File: src/rtl/lvds_rx_pkg.sv
// Shared types and constants for the LVDS 7:1 receive alignment controller.
// Pure declarations: no logic, no latency, no flow control.
package lvds_rx_pkg;

  localparam int LVDS_BITS_PER_FRAME = 7;
  localparam int LVDS_LANES          = 4;
  localparam int LVDS_WORD_BITS      = LVDS_BITS_PER_FRAME * LVDS_LANES;

  localparam logic [LVDS_BITS_PER_FRAME-1:0] DEFAULT_CLK_PATTERN = 7'b1100011;

  typedef logic [LVDS_BITS_PER_FRAME-1:0] frame_word_t;
  typedef logic [LVDS_WORD_BITS-1:0]      lvds_word_t;

  typedef enum logic [1:0] {
    ST_IDLE,
    ST_SEARCH,
    ST_VERIFY,
    ST_LOCKED
  } align_state_e;

endpackage

File: src/rtl/lvds_rx_align_ctrl_if.sv
// Serial-lane inputs and qualified-word outputs of the alignment controller; no backpressure.
// Statistics counters are present only when LVDS_ALIGN_STATS_EN is defined.
interface lvds_rx_align_ctrl_if;
  import lvds_rx_pkg::*;

  logic                  enable;
  logic                  lvds_clk_bit;
  logic [LVDS_LANES-1:0] lvds_data_bit;
  lvds_word_t            data_out;
  logic                  data_valid;
  logic                  locked;
  logic                  slip_pulse;
  logic                  align_err;
`ifdef LVDS_ALIGN_STATS_EN
  logic [7:0]            relock_cnt;
  logic [15:0]           frame_err_cnt;
`endif

  modport master (
`ifdef LVDS_ALIGN_STATS_EN
    input  relock_cnt, frame_err_cnt,
`endif
    output enable, lvds_clk_bit, lvds_data_bit,
    input  data_out, data_valid, locked, slip_pulse, align_err
  );

  modport slave (
`ifdef LVDS_ALIGN_STATS_EN
    output relock_cnt, frame_err_cnt,
`endif
    input  enable, lvds_clk_bit, lvds_data_bit,
    output data_out, data_valid, locked, slip_pulse, align_err
  );

endinterface

File: src/rtl/lvds_frame_shifter.sv
// Bit counter, slip hold and 7-bit capture registers; frame word is combinational at frame end.
// Slip request at frame end discards the next bit; no backpressure.
module lvds_frame_shifter
  import lvds_rx_pkg::*;
(
  input  logic                  clk_in,
  input  logic                  reset,
  input  logic                  run,
  input  logic                  slip_req,
  input  logic                  lvds_clk_bit,
  input  logic [LVDS_LANES-1:0] lvds_data_bit,
  output frame_word_t           clk_word,
  output lvds_word_t            data_word,
  output logic                  frame_end,
  output logic                  slip_pulse
);

  localparam logic [2:0] LAST_IDX = 3'(LVDS_BITS_PER_FRAME - 1);

  logic [2:0]                     bit_idx_q, bit_idx_d;
  logic                           slip_pending_q, slip_pending_d;
  frame_word_t                    clk_sr_q, clk_sr_d;
  frame_word_t [LVDS_LANES-1:0]   lane_sr_q, lane_sr_d;
  logic [2:0]                     wr_pos;

  assign wr_pos     = LAST_IDX - bit_idx_q;
  assign frame_end  = run && !slip_pending_q && (bit_idx_q == LAST_IDX);
  assign slip_pulse = slip_pending_q;

  always_comb begin
    bit_idx_d      = bit_idx_q;
    slip_pending_d = slip_pending_q;
    clk_sr_d       = clk_sr_q;
    lane_sr_d      = lane_sr_q;
    if (!run) begin
      bit_idx_d      = '0;
      slip_pending_d = 1'b0;
      clk_sr_d       = '0;
      lane_sr_d      = '0;
    end else if (slip_pending_q) begin
      // Discard cycle: bit_idx holds at 0, this cycle's bits are dropped.
      slip_pending_d = 1'b0;
      bit_idx_d      = '0;
    end else begin
      clk_sr_d[wr_pos] = lvds_clk_bit;
      for (int i = 0; i < LVDS_LANES; i++) begin
        lane_sr_d[i][wr_pos] = lvds_data_bit[i];
      end
      bit_idx_d      = (bit_idx_q == LAST_IDX) ? 3'd0 : bit_idx_q + 3'd1;
      slip_pending_d = slip_req && (bit_idx_q == LAST_IDX);
    end
  end

  // The next-state view already contains the bit arriving this cycle.
  always_comb begin
    clk_word = clk_sr_d;
    for (int i = 0; i < LVDS_LANES; i++) begin
      data_word[i*LVDS_BITS_PER_FRAME +: LVDS_BITS_PER_FRAME] = lane_sr_d[i];
    end
  end

  always_ff @(posedge clk_in) begin
    if (!reset) begin
      bit_idx_q      <= '0;
      slip_pending_q <= 1'b0;
      clk_sr_q       <= '0;
      lane_sr_q      <= '0;
    end else begin
      bit_idx_q      <= bit_idx_d;
      slip_pending_q <= slip_pending_d;
      clk_sr_q       <= clk_sr_d;
      lane_sr_q      <= lane_sr_d;
    end
  end

endmodule

File: src/rtl/lvds_rx_align_ctrl.sv
// Frame alignment FSM (SEARCH/VERIFY/LOCKED); emits a 28-bit word 1 cycle after each locked frame end.
// No backpressure. Optional relock/frame-error counters under LVDS_ALIGN_STATS_EN.
module lvds_rx_align_ctrl
  import lvds_rx_pkg::*;
#(
  parameter frame_word_t CLK_PATTERN  = DEFAULT_CLK_PATTERN,
  parameter int unsigned LOCK_MATCHES = 4,
  parameter int unsigned UNLOCK_ERRS  = 2
) (
  input  logic                 clk_in,
  input  logic                 reset,
  lvds_rx_align_ctrl_if.slave  bus
);

  localparam logic [3:0] LOCK_MATCHES_C = 4'(LOCK_MATCHES);
  localparam logic [3:0] UNLOCK_ERRS_C  = 4'(UNLOCK_ERRS);
  localparam logic [2:0] SLIP_LAST      = 3'(LVDS_BITS_PER_FRAME - 1);

  align_state_e state_q, state_d;
  logic [3:0]   match_cnt_q, match_cnt_d;
  logic [3:0]   err_cnt_q, err_cnt_d;
  logic [2:0]   slip_cnt_q, slip_cnt_d;
  lvds_word_t   data_out_q, data_out_d;
  logic         data_valid_q, data_valid_d;
  logic         locked_q, locked_d;
  logic         align_err_q, align_err_d;
`ifdef LVDS_ALIGN_STATS_EN
  logic [7:0]   relock_cnt_q, relock_cnt_d;
  logic [15:0]  frame_err_cnt_q, frame_err_cnt_d;
`endif

  frame_word_t  clk_word;
  lvds_word_t   data_word;
  logic         frame_end, slip_req, slip_now, emit, clk_match;

  lvds_frame_shifter u_shifter (
    .clk_in        (clk_in),
    .reset         (reset),
    .run           (bus.enable),
    .slip_req      (slip_req),
    .lvds_clk_bit  (bus.lvds_clk_bit),
    .lvds_data_bit (bus.lvds_data_bit),
    .clk_word      (clk_word),
    .data_word     (data_word),
    .frame_end     (frame_end),
    .slip_pulse    (bus.slip_pulse)
  );

  assign clk_match = (clk_word == CLK_PATTERN);

  always_comb begin
    state_d      = state_q;
    match_cnt_d  = match_cnt_q;
    err_cnt_d    = err_cnt_q;
    slip_cnt_d   = slip_cnt_q;
    data_out_d   = data_out_q;
    data_valid_d = 1'b0;
    align_err_d  = 1'b0;
    slip_now     = 1'b0;
    emit         = 1'b0;
`ifdef LVDS_ALIGN_STATS_EN
    relock_cnt_d    = relock_cnt_q;
    frame_err_cnt_d = frame_err_cnt_q;
`endif
    if (!bus.enable) begin
      state_d     = ST_IDLE;
      match_cnt_d = '0;
      err_cnt_d   = '0;
      slip_cnt_d  = '0;
    end else begin
      case (state_q)
        ST_IDLE: state_d = ST_SEARCH;
        ST_SEARCH, ST_VERIFY: begin
          if (frame_end) begin
            if (clk_match) begin
              slip_cnt_d = '0;
              if (match_cnt_q + 4'd1 >= LOCK_MATCHES_C) begin
                state_d     = ST_LOCKED;
                match_cnt_d = '0;
                emit        = 1'b1;
              end else begin
                state_d     = ST_VERIFY;
                match_cnt_d = match_cnt_q + 4'd1;
              end
            end else begin
              state_d     = ST_SEARCH;
              match_cnt_d = '0;
              slip_now    = 1'b1;
            end
          end
        end
        ST_LOCKED: begin
          if (frame_end) begin
            emit = 1'b1;
            if (clk_match) begin
              err_cnt_d = '0;
            end else begin
              err_cnt_d = err_cnt_q + 4'd1;
`ifdef LVDS_ALIGN_STATS_EN
              if (frame_err_cnt_q != '1) frame_err_cnt_d = frame_err_cnt_q + 16'd1;
`endif
              // Unlock keeps current alignment: the next frame is retried unslipped.
              if (err_cnt_q + 4'd1 >= UNLOCK_ERRS_C) begin
                state_d   = ST_SEARCH;
                err_cnt_d = '0;
`ifdef LVDS_ALIGN_STATS_EN
                if (relock_cnt_q != '1) relock_cnt_d = relock_cnt_q + 8'd1;
`endif
              end
            end
          end
        end
        default: state_d = ST_IDLE;
      endcase
    end
    if (slip_now) begin
      align_err_d = (slip_cnt_q == SLIP_LAST);
      slip_cnt_d  = (slip_cnt_q == SLIP_LAST) ? 3'd0 : slip_cnt_q + 3'd1;
    end
    if (emit) begin
      data_valid_d = 1'b1;
      data_out_d   = data_word;
    end
    locked_d = (state_d == ST_LOCKED);
  end

  assign slip_req = slip_now;

  always_ff @(posedge clk_in) begin
    if (!reset) begin
      state_q      <= ST_IDLE;
      match_cnt_q  <= '0;
      err_cnt_q    <= '0;
      slip_cnt_q   <= '0;
      data_out_q   <= '0;
      data_valid_q <= 1'b0;
      locked_q     <= 1'b0;
      align_err_q  <= 1'b0;
`ifdef LVDS_ALIGN_STATS_EN
      relock_cnt_q    <= '0;
      frame_err_cnt_q <= '0;
`endif
    end else begin
      state_q      <= state_d;
      match_cnt_q  <= match_cnt_d;
      err_cnt_q    <= err_cnt_d;
      slip_cnt_q   <= slip_cnt_d;
      data_out_q   <= data_out_d;
      data_valid_q <= data_valid_d;
      locked_q     <= locked_d;
      align_err_q  <= align_err_d;
`ifdef LVDS_ALIGN_STATS_EN
      relock_cnt_q    <= relock_cnt_d;
      frame_err_cnt_q <= frame_err_cnt_d;
`endif
    end
  end

  assign bus.data_out   = data_out_q;
  assign bus.data_valid = data_valid_q;
  assign bus.locked     = locked_q;
  assign bus.align_err  = align_err_q;
`ifdef LVDS_ALIGN_STATS_EN
  assign bus.relock_cnt    = relock_cnt_q;
  assign bus.frame_err_cnt = frame_err_cnt_q;
`endif

endmodule
File: src/flat_wrapper.sv
// flat-port wrapper written by rule: the top's interface ports become plain ports
module lvds_rx_align_ctrl_flat import lvds_rx_pkg::*;
#(
  parameter frame_word_t CLK_PATTERN  = DEFAULT_CLK_PATTERN,
  parameter int unsigned LOCK_MATCHES = 4,
  parameter int unsigned UNLOCK_ERRS  = 2
)
  (clk_in, reset, bus_enable, bus_lvds_clk_bit, bus_lvds_data_bit, bus_data_out, bus_data_valid, bus_locked, bus_slip_pulse, bus_align_err);
  lvds_rx_align_ctrl_if bus_i ();
  input  logic clk_in;
  input  logic reset;
  input wire logic [$bits(bus_i.enable)-1:0] bus_enable;
  input wire logic [$bits(bus_i.lvds_clk_bit)-1:0] bus_lvds_clk_bit;
  input wire logic [$bits(bus_i.lvds_data_bit)-1:0] bus_lvds_data_bit;
  output wire logic [$bits(bus_i.data_out)-1:0] bus_data_out;
  output wire logic [$bits(bus_i.data_valid)-1:0] bus_data_valid;
  output wire logic [$bits(bus_i.locked)-1:0] bus_locked;
  output wire logic [$bits(bus_i.slip_pulse)-1:0] bus_slip_pulse;
  output wire logic [$bits(bus_i.align_err)-1:0] bus_align_err;
  assign bus_i.enable = bus_enable;
  assign bus_i.lvds_clk_bit = bus_lvds_clk_bit;
  assign bus_i.lvds_data_bit = bus_lvds_data_bit;
  assign bus_data_out = bus_i.data_out;
  assign bus_data_valid = bus_i.data_valid;
  assign bus_locked = bus_i.locked;
  assign bus_slip_pulse = bus_i.slip_pulse;
  assign bus_align_err = bus_i.align_err;
  lvds_rx_align_ctrl #(.CLK_PATTERN(CLK_PATTERN), .LOCK_MATCHES(LOCK_MATCHES), .UNLOCK_ERRS(UNLOCK_ERRS)) u_core (.clk_in(clk_in), .reset(reset), .bus(bus_i));
endmodule
File: config.mk
export PLATFORM = sky130hd
export DESIGN_NAME = lvds_rx_align_ctrl_flat
export DESIGN_NICKNAME = d
export VERILOG_FILES = /design/src/rtl/lvds_rx_pkg.sv /design/src/rtl/lvds_rx_align_ctrl_if.sv /design/src/rtl/lvds_frame_shifter.sv /design/src/rtl/lvds_rx_align_ctrl.sv /design/src/flat_wrapper.sv
export SDC_FILE = /design/constraint.sdc
export NUM_CORES = 1
export LEC_CHECK = 0
export CAP_MARGIN = 20
export CORE_MARGIN = 2
export CORE_UTILIZATION = 40
export CTS_CLUSTER_DIAMETER = 60
export DETAILED_ROUTE_END_ITERATION = 8
export SKIP_CTS_REPAIR_TIMING = 1
export SYNTH_ARGS = -nofsm -noshare
export SYNTH_HDL_FRONTEND = slang
export SYNTH_HIERARCHICAL = 1
export SYNTH_SLANG_ARGS = --single-unit
File: constraint.sdc
create_clock -name clk_in -period 2.6 [get_ports clk_in]
set_input_delay 0.52 -clock clk_in [delete_from_list [all_inputs] [get_ports clk_in]]
set_output_delay 0.52 -clock clk_in [all_outputs]
set_load 0.005 [all_outputs]
==> results.json <==
{
  "outcome": "finished, final reports clean",
  "synthTopCellsByArea": "dfxtp_1, mux2i_1, nand2_1",
  "drcViolationCount": 0,
  "skew_ns": 0.0102,
  "grt_remaining_overflow": 0,
  "dp_slack_ns": -0.128,
  "min_period_ns": 2.46,
  "worst_slack_ns": 0.142,
  "io_pins": 40,
  "root_buffer": "clkbuf_8",
  "via_per_inst": 4.86,
  "synth_edf_count": 0,
  "start_util_pct": 40.9,
  "fin_setup_tns_ns": 0,
  "synth_top_area_share_pct": 41.9,
  "hold_viol_final": 0,
  "ys_seq_elements": 83,
  "grt_max_degree": 35,
  "die_w_um": 104,
  "multiInputGateArea_mm2": 0.00231,
  "fp.coreArea_mm2": 0.00968,
  "tightest_slew_ns": 0.430,
  "dpl_cell_area_mm2": 0.00473,
  "finalCritPeriodShare_pct": 94.5,
  "synth_top_family_by_area": "multiplexers",
  "place_congestion": 0.752,
  "setup_viol": 0,
  "seqCellArea_mm2": 0.00167,
  "fmax_ghz": 0.407,
  "synthMuxAreaShare_pct": 25.0,
  "synth_compound_area_share_pct": 4.86,
  "layout.nets": 514,
  "firstDrtPassIters": 4,
  "drive_above_1_share_pct": 14.1,
  "syn-mean-instance-area_um2": 8.99,
  "synthAdderAreaFrac_pct": 2.21,
  "clk_pin_slew_ns": 0.09,
  "cp.arrival_ns": 2.74,
  "antenna_cells": 0,
  "slew_headroom_pct": 71.3,
  "maxCapViolCount": 0,
  "wire_per_inst_um": 13.6,
  "seq_area_frac_synth_pct": 41.9,
  "die_h_um": 104,
  "antenna_left": 0,
  "antenna_found_initial": 0,
  "yosysUniqueCellTypes": 41,
  "dieArea_mm2": 0.0107,
  "synth_common_cells": "nand2_1, mux2i_1, dfxtp_1",
  "power.total_uw": 2450,
  "cp_max_fo": 10,
  "synth_xor_xnor_area_share_pct": 0.884,
  "cp.required_ns": 2.89,
  "yosysTopAreaCell": "dfxtp_1",
  "crit_type": "flip-flop to flip-flop",
  "finalMaxSlewViolations": 0,
  "power_density_mw_per_mm2": 480,
  "synthArstFlopShare_pct": 0,
  "ys.flop_type": "dfxtp_1",
  "grt_pass1_wl_um": 14300,
  "ctsHtreeMaxLevel": 3,
  "clkSinkCount": 83,
  "yosysMostFrequentCell": "nand2_1",
  "syn_nets": 456,
  "cts_tree": "built",
  "clk_latency_ns": 0.36,
  "startpoint_type": "flip-flop",
  "finalHoldWorstSlack_ns": 0.458,
  "rsz0062_at_grt": "true",
  "numPortBuffers": 39,
  "p_leak_uw": 0.00213,
  "drt_iter0_drc": 115,
  "rows": 36,
  "hpwl_um": 5890,
  "syn_area_mm2": 0.00396,
  "num_vias": 3096,
  "syn_inst": 441,
  "synth_warnings": 6,
  "synth-simple-area-share_pct": 21.4,
  "gr-usage-all-layers_pct": 16.3,
  "cts_buffers": 9,
  "end_kind": "flip-flop",
  "syn_to_final_growth_pct": 28.6,
  "fin_area_mm2": 0.00510,
  "fillers": 900,
  "hold_class": "flip-flop to flip-flop",
  "ir_drop_mv": 0.245,
  "clock_path_buffers": 2,
  "grt_pass1_vias": 2939,
  "drt_wl_total_um": 8690
}
sequential cells by signal, summed over array words and instances (netlist names):
| name | count |
|---|---|
| u_core/bus.data_out | 28 |
| u_core/u_shifter/lane_sr_q | 28 |
| u_core/u_shifter/clk_sr_q | 7 |
| u_core/err_cnt_q | 4 |
| u_core/match_cnt_q | 4 |
| u_core/slip_cnt_q | 3 |
| u_core/u_shifter/bit_idx_q | 3 |
| u_core/state_q | 2 |
| u_core/bus.align_err | 1 |
| u_core/bus.data_valid | 1 |
| u_core/bus.locked | 1 |
| u_core/u_shifter/slip_pulse | 1 |
cell usage in the layout, fill, tap and decap left out, types with 2 or more instances in the layout:
cell,instances
nand2_1,144
mux2i_1,97
dfxtp_1,82
clkdlybuf4s50_1,38
buf_4,25
clkbuf_8,9
nor2_1,9
and3_1,8
a21oi_1,7
nand3_1,6
inv_1,5
ha_1,5
clkbuf_16,4
and2_1,4
nand2_4,4
buf_12,3
o21ai_0,3
nand4b_1,3
clkinv_4,2
nand3b_1,2
nand2b_1,2
nor3b_1,2
a32oi_1,2
ha_4,2
stage by stage:
stage | utilization [%] | std cells
after floorplan | - | 441
after detailed placement | 48.9 | 616
after global placement | 48.9 | 616
after global routing | 52.6 | 637
final | 52.6 | 637
after CTS | 51.1 | 632
per-layer routing:
metal,vias to the layer above,routed length [µm],GRT usage [%]
met5,-,0,0
met4,0,89,5.21
met3,10,258,3.78
met2,45,4040,26.9
met1,1439,4300,21.3
li1,1602,-,-
worst paths after layout:
path                                            start                                   end  slack (ns)  cells after the start
max          u_core/u_shifter/bit_idx_q[0]$_SDFF_PP0_  u_core/bus.data_out[21]$_SDFFE_PN0P_        0.14                     12
min              u_core/bus.data_out[16]$_SDFFE_PN0P_  u_core/bus.data_out[16]$_SDFFE_PN0P_        0.46                      2
max reg2reg  u_core/u_shifter/bit_idx_q[0]$_SDFF_PP0_  u_core/bus.data_out[21]$_SDFFE_PN0P_        0.14                     12
min reg2reg      u_core/bus.data_out[16]$_SDFFE_PN0P_  u_core/bus.data_out[16]$_SDFFE_PN0P_        0.46                      2
where the power goes:
group | switching (µW) | internal [µW] | total (µW)
registers | 6.53 | 1280 | 1290
logic | 109 | 74.3 | 183
clock network | 475 | 504 | 979
critical path, cell delays in order (launching register included):
cell and delay, ns:
dfxtp_4 0.38, inv_2 0.04, ha_4 0.29, nor3b_4 0.29
nand2_4 0.08, mux2i_1 0.13, nand4bb_4 0.27, nor2_4 0.11
o211ai_1 0.13, a21oi_4 0.17, buf_12 0.15, clkbuf_16 0.17
mux2i_1 0.17
cell type report:
type	count	share of cell area [%]
Multi-Input combinational cell	328	45.2
Sequential cell	83	32.7
Timing Repair Buffer	71	14.2
Tap cell	133	3.27
Clock buffer	11	3.00
Clock inverter	5	1.18
Inverter	6	0.442
cells by family (layout without fill, tap and decap cells):
logic type | Yosys count | after routing
and+or+nand+nor | 193 | 193
muxes | 99 | 99
DFF | 83 | 83
buffers and inverters | 30 | 93
AOI/OAI and AO/OA | 25 | 25
adders and majority gates | 7 | 7
xor gates and xnor gates | 4 | 4
Note: power is estimated with default switching activity, not from simulation.
